===== config.mk =====
export PLATFORM = sky130hd
export DESIGN_NAME = assert_event_logger
export DESIGN_NICKNAME = d
export VERILOG_FILES = /design/src/rtl/assert_event_logger.sv
export SDC_FILE = /design/constraint.sdc
export NUM_CORES = 1
export LEC_CHECK = 0
export ABC_AREA = 1
export BUFFER_PORTS_ARGS = -buffer_cell sky130_fd_sc_hd__clkbuf_2
export CAP_MARGIN = 20
export CORE_MARGIN = 5
export CORE_UTILIZATION = 34
export CTS_CLUSTER_SIZE = 24
export DETAILED_ROUTE_END_ITERATION = 8
export PLACE_DENSITY_LB_ADDON = 0.12
export SYNTH_ARGS = -nofsm -noshare
export SYNTH_HDL_FRONTEND = slang
export SYNTH_SLANG_ARGS = --single-unit

===== constraint.sdc =====
create_clock -name clk -period 12.1 [get_ports clk]
set_input_delay 0.605 -clock clk [delete_from_list [all_inputs] [get_ports clk]]
set_output_delay 0.605 -clock clk [all_outputs]
set_load 0.005 [all_outputs]

===== src/rtl/assert_event_logger.sv =====
// Collects per-cycle checker strobes: gated pass/fail counters, first-failure capture,
// and a timestamped failure FIFO fed through a per-checker pending stage.
module assert_event_logger #(
  parameter int NCHK  = 4,
  parameter int CNT_W = 16,
  parameter int TS_W  = 32,
  parameter int DEPTH = 8
) (
  input  logic                  clk,
  input  logic                  rst,
  input  logic                  en_global,
  input  logic [NCHK-1:0]       chk_mask,
  input  logic                  disable_iff,
  input  logic                  clr,
  input  logic [NCHK-1:0]       chk_valid,
  input  logic [NCHK-1:0]       chk_pass,
  output logic                  rec_valid,
  input  logic                  rec_ready,
  output logic [3:0]            rec_id,
  output logic [TS_W-1:0]       rec_ts,
  output logic [NCHK*CNT_W-1:0] pass_cnt,
  output logic [NCHK*CNT_W-1:0] fail_cnt,
  output logic                  first_fail_valid,
  output logic [3:0]            first_fail_id,
  output logic [TS_W-1:0]       first_fail_ts,
  output logic [CNT_W-1:0]      drop_cnt,
  output logic                  overflow
);
  localparam int AW = $clog2(DEPTH);

  logic [TS_W-1:0]  ts_q;
  logic [NCHK-1:0]  qual, q_pass, q_fail;
  logic [NCHK-1:0]  pend_q, pend_d, grant_oh, drop_vec;
  logic [TS_W-1:0]  pend_ts_q [NCHK];
  logic [TS_W-1:0]  pend_ts_d [NCHK];
  logic             grant_any, wr_fire, rd_fire, fifo_empty, fifo_full;
  logic [3:0]       grant_idx;
  logic [TS_W-1:0]  grant_ts;
  logic [CNT_W-1:0] pass_q [NCHK];
  logic [CNT_W-1:0] pass_d [NCHK];
  logic [CNT_W-1:0] fail_q [NCHK];
  logic [CNT_W-1:0] fail_d [NCHK];
  logic [CNT_W-1:0] drop_q, drop_d;
  logic             ovf_q, ovf_d;
  logic             ff_valid_q, ff_valid_d;
  logic [3:0]       ff_id_q, ff_id_d;
  logic [TS_W-1:0]  ff_ts_q, ff_ts_d;
  logic [AW:0]      wr_ptr_q, rd_ptr_q;
  logic [3:0]       mem_id [DEPTH];
  logic [TS_W-1:0]  mem_ts [DEPTH];

  assign qual   = chk_valid & chk_mask & {NCHK{en_global & ~disable_iff}};
  assign q_pass = qual & chk_pass;
  assign q_fail = qual & ~chk_pass;

  // Fixed-priority arbiter: lowest pending index goes to the FIFO first.
  always_comb begin
    // NOTE: every always_comb output gets a default first so no path infers a latch.
    grant_any = 1'b0;
    grant_oh  = '0;
    grant_idx = '0;
    grant_ts  = '0;
    for (int i = 0; i < NCHK; i++) begin
      if (pend_q[i] && !grant_any) begin
        grant_any   = 1'b1;
        grant_oh[i] = 1'b1;
        grant_idx   = 4'(i);
        grant_ts    = pend_ts_q[i];
      end
    end
  end

  assign fifo_empty = (wr_ptr_q == rd_ptr_q);
  assign fifo_full  = (wr_ptr_q[AW] != rd_ptr_q[AW]) && (wr_ptr_q[AW-1:0] == rd_ptr_q[AW-1:0]);
  assign rd_fire    = rec_ready & ~fifo_empty;
  assign wr_fire    = grant_any & (~fifo_full | rd_fire);

  // A slot drained this cycle may be refilled in the same cycle without a drop.
  always_comb begin
    pend_d    = pend_q & ~(grant_oh & {NCHK{wr_fire}});
    pend_ts_d = pend_ts_q;
    drop_vec  = '0;
    for (int i = 0; i < NCHK; i++) begin
      if (q_fail[i]) begin
        if (pend_d[i]) begin
          drop_vec[i] = 1'b1;
        end else begin
          pend_d[i]    = 1'b1;
          pend_ts_d[i] = ts_q;
        end
      end
    end
  end

  always_comb begin
    for (int i = 0; i < NCHK; i++) begin
      pass_d[i] = pass_q[i];
      fail_d[i] = fail_q[i];
      if (clr) begin
        pass_d[i] = '0;
        fail_d[i] = '0;
      end else begin
        if (q_pass[i] && pass_q[i] != '1) pass_d[i] = pass_q[i] + CNT_W'(1);
        if (q_fail[i] && fail_q[i] != '1) fail_d[i] = fail_q[i] + CNT_W'(1);
      end
    end
    drop_d     = drop_q;
    ovf_d      = ovf_q;
    ff_valid_d = ff_valid_q;
    ff_id_d    = ff_id_q;
    ff_ts_d    = ff_ts_q;
    if (clr) begin
      drop_d     = '0;
      ovf_d      = 1'b0;
      ff_valid_d = 1'b0;
      ff_id_d    = '0;
      ff_ts_d    = '0;
    end else begin
      for (int i = 0; i < NCHK; i++) begin
        if (drop_vec[i]) begin
          ovf_d = 1'b1;
          if (drop_d != '1) drop_d = drop_d + CNT_W'(1);
        end
      end
      for (int i = NCHK - 1; i >= 0; i--) begin
        if (!ff_valid_q && q_fail[i]) begin
          ff_valid_d = 1'b1;
          ff_id_d    = 4'(i);
          ff_ts_d    = ts_q;
        end
      end
    end
  end

  always_ff @(posedge clk) begin
    // NOTE: state registers use non-blocking assignments so every flop samples pre-edge values.
    if (rst) begin
      ts_q       <= '0;
      pend_q     <= '0;
      drop_q     <= '0;
      ovf_q      <= 1'b0;
      ff_valid_q <= 1'b0;
      ff_id_q    <= '0;
      ff_ts_q    <= '0;
      wr_ptr_q   <= '0;
      rd_ptr_q   <= '0;
      for (int i = 0; i < NCHK; i++) begin
        pend_ts_q[i] <= '0;
        pass_q[i]    <= '0;
        fail_q[i]    <= '0;
      end
    end else begin
      ts_q       <= ts_q + TS_W'(1);
      pend_q     <= pend_d;
      pend_ts_q  <= pend_ts_d;
      pass_q     <= pass_d;
      fail_q     <= fail_d;
      drop_q     <= drop_d;
      ovf_q      <= ovf_d;
      ff_valid_q <= ff_valid_d;
      ff_id_q    <= ff_id_d;
      ff_ts_q    <= ff_ts_d;
      if (wr_fire) wr_ptr_q <= wr_ptr_q + (AW+1)'(1);
      if (rd_fire) rd_ptr_q <= rd_ptr_q + (AW+1)'(1);
    end
  end

  // NOTE: FIFO storage is not reset; the pointers alone define which entries are live.
  always_ff @(posedge clk) begin
    if (wr_fire) begin
      mem_id[wr_ptr_q[AW-1:0]] <= grant_idx;
      mem_ts[wr_ptr_q[AW-1:0]] <= grant_ts;
    end
  end

  assign rec_valid = ~fifo_empty;
  assign rec_id    = fifo_empty ? '0 : mem_id[rd_ptr_q[AW-1:0]];
  assign rec_ts    = fifo_empty ? '0 : mem_ts[rd_ptr_q[AW-1:0]];

  for (genvar g = 0; g < NCHK; g++) begin : g_pack
    assign pass_cnt[g*CNT_W +: CNT_W] = pass_q[g];
    assign fail_cnt[g*CNT_W +: CNT_W] = fail_q[g];
  end

  assign first_fail_valid = ff_valid_q;
  assign first_fail_id    = ff_id_q;
  assign first_fail_ts    = ff_ts_q;
  assign drop_cnt         = drop_q;
  assign overflow         = ovf_q;

endmodule


==> impl_metrics.json <==
{
  "dp_hpwl_um": 51100,
  "async_flop_share": 0,
  "die-height_um": 296,
  "synth_area_leaders": "edfxtp_1 29%, dfxtp_1 26%, o21ai_0 7.6%",
  "rrSetupSlack_ns": 6.57,
  "slowest_delay_ns": 0.49,
  "ir_drop_mv": 0.0823,
  "clk_pin_slew_ns": 0.05,
  "firstDrtPassIters": 5,
  "portBuffers": 232,
  "placementRows": 104,
  "r2r-end": "drop_cnt[11]",
  "synth_edf_count": 272,
  "synth_mux_area_frac": 0,
  "grt_pass1_wl_um": 125000,
  "cts_buffers": 73,
  "area_growth_pct": 16.3,
  "reg2reg_from": "drop_cnt[0]",
  "clk_latency_ns": 0.61,
  "syn_avg_cell_area_um2": 8.45,
  "antenna_cells": 0,
  "powerDensity_nw_per_um2": 151,
  "worstMarginPinSlew_ns": 1.03,
  "p_leak_nw": 11.4,
  "clock-root-buffer": "clkbuf_16",
  "syn_inst": 3293,
  "yosysWarnings": 0,
  "die_x_um": 296,
  "required_ns": 12.59,
  "grtUsageTotal": 0.179,
  "holdBufCountCts": 0,
  "cts_resized": 0,
  "antenna_found_initial": 1,
  "drv_cap": 0,
  "tns_ns": 0,
  "report.final.hold_viol_count": 0,
  "nFillCells": 8251,
  "clock_skew_ns": 0.0206,
  "cts_tree": "built",
  "synthAdderAreaFrac": 0.00675,
  "cpMostUsedCell": "nand2_1",
  "totalWireLength_um": 80900,
  "slew_headroom": 0.309,
  "synth_top_area_frac": 0.294,
  "seq_area_frac_synth": 0.549,
  "fin_crit_sh": 0.457,
  "hp-start": "chk_pass[2]",
  "min_path_cells": 4,
  "cts.sinks": 627,
  "setup_viol": 0,
  "synth_top_family_by_area": "simple AND/OR/NAND/NOR gates",
  "yosysTopAreaCell": "edfxtp_1",
  "cts_htree_levels": 3,
  "clk_path_buf_depth": 3,
  "place_congestion": 0.843,
  "synthTopCellsByCount": "485 x nand2_1, 481 x nor2_1, 423 x o21ai_0",
  "grt_start_max_net_pins": 96,
  "dieArea_um2": 87600,
  "drc_errors": 0,
  "holdPathEnd": "pend_q[2]",
  "antenna_left": 0,
  "critPathKind": "reg -> reg",
  "post_cts_buffers": 0,
  "drt_iter0_drc": 1504,
  "crit_path_top_delay_cell": "dfxtp_1",
  "status": "completed",
  "gr-total-overflow": 0,
  "syn_area_um2": 27800,
  "vias": 22900,
  "synthSimpleGateAreaFrac": 0.222,
  "synth-compound-area-share": 0.155,
  "fin_crit_ns": 5.53,
  "instances_no_fill": 4589,
  "worstPathMaxFanout": 20,
  "core_um2": 80800,
  "ys_types": 51,
  "start_util": 0.344,
  "post-place-cells": 4463,
  "hp-class": "in -> reg",
  "nets": 3511,
  "viasPerCell": 4.99,
  "synth-main-ff-cell": "dfxtp_1",
  "synth_seq_cells": 627,
  "fin_total_pwr_mw": 4.90,
  "place_ws_ns": 6.15,
  "io_pins": 237,
  "setup_ws_ns": 6.57,
  "drive_gt1_frac": 0.138,
  "rsz0062_at_grt": "no",
  "r2r_cells": 34,
  "critPathLaunchType": "flip-flop",
  "yosysMostFrequentCell": "nand2_1",
  "wl_per_cell_um": 17.6,
  "grt_pass1_vias": 21700,
  "cp_data_arrival_time_ns": 6.02,
  "endpoint_kind": "flip-flop",
  "synth-xor-area-share": 0.00526,
  "slew_violations": 0,
  "fmax_mhz": 181
}
-- kinds of logic (layout without fill, tap and decap cells) --
family,after synthesis,count (layout)
flops,627,627
fa+ha+maj,15,15
buf+inv,433,666
other cells,1,4
compound gates,814,814
simple gates,1388,1388
xor+xnor,15,15
-- state kept, by name (all words and copies together), names as in the netlist, named ones only --
name and flops:
drop_cnt 16, fail_cnt 64, first_fail_id 2, first_fail_ts 32, first_fail_valid 1, mem_id 16, mem_ts 256, overflow 1
pass_cnt 64, pend_q 4, pend_ts_q 128, rd_ptr_q 4, ts_q 32, wr_ptr_q 4
-- stage by stage --
| step | cell area, um2 | utilization | hold slack, ns |
|---|---|---|---|
| 5_1_grt | 32400 | 0.400 | 0.382 |
| 6_report | 32400 | 0.400 | 0.371 |
| 3_5_place_dp | 30000 | 0.371 | 0.467 |
| 3_3_place_gp | 30000 | 0.371 | 0.465 |
| 2_1_floorplan | 27800 | - | 0.455 |
| 4_1_cts | 32400 | 0.400 | 0.347 |
-- routing by layer --
layer | vias to the layer above | track usage | share of wire
met3 | 122 | 0.0376 | 0.055
met4 | 2 | 0.0472 | 0.021
li1 | 11600 | - | -
met2 | 446 | 0.288 | 0.45
met5 | - | 0 | 0.000087
met1 | 10700 | 0.249 | 0.47
-- critical path, delay by kind of cell (launching register included) --
family                     cells  cell delay, ns
DFF                            1            0.49
and+or+nand+nor               26            3.53
adders and majority gates      4            1.04
buffers and inverters          3            0.20
xor gates and xnor gates       1            0.18
-- placed cells by master, fill, tap and decap left out, types with 16 or more instances in the layout --
cell,n
a21oi_1,273
a31oi_1,39
buf_4,30
clkbuf_1,19
clkbuf_16,74
clkbuf_2,232
dfxtp_1,352
edfxtp_1,272
inv_1,248
inv_2,16
nand2_1,485
nand2_2,28
nand3_1,159
nand4_1,84
nor2_1,469
nor2_2,17
nor2_4,22
nor3_1,58
nor4_1,29
o21a_1,19
o21ai_0,423
o22ai_1,34
-- area by class of cell --
type | instances | area, um2 | area share
multi-input combinational | 2236 | 10900 | 0.338
tap | 1060 | 1330 | 0.0410
clock inverter | 23 | 334 | 0.0103
sequential | 627 | 15300 | 0.472
clock buffer | 103 | 2060 | 0.0637
timing repair buffer | 262 | 1390 | 0.0428
inverter | 278 | 1050 | 0.0323
-- report_power, final --
group          switching (mW)  internal, mW
Sequential             0.0296          2.22
Clock                   0.893          1.32
Combinational           0.299         0.133
-- worst max path at each step --
stage,startpoint,endpoint,slack [ns],cells past startpoint
5_1_grt,drop_cnt[0],drop_cnt[9],5.99,34
3_5_place_dp,disable_iff,drop_cnt[11],6.15,33
3_3_place_gp,disable_iff,drop_cnt[11],6.26,33
6_report,drop_cnt[0],drop_cnt[11],6.57,34
4_1_cts,drop_cnt[0],drop_cnt[11],6.55,34
2_1_floorplan,disable_iff,drop_cnt[0],7.55,32
Note: power is estimated with default switching activity, not from simulation.
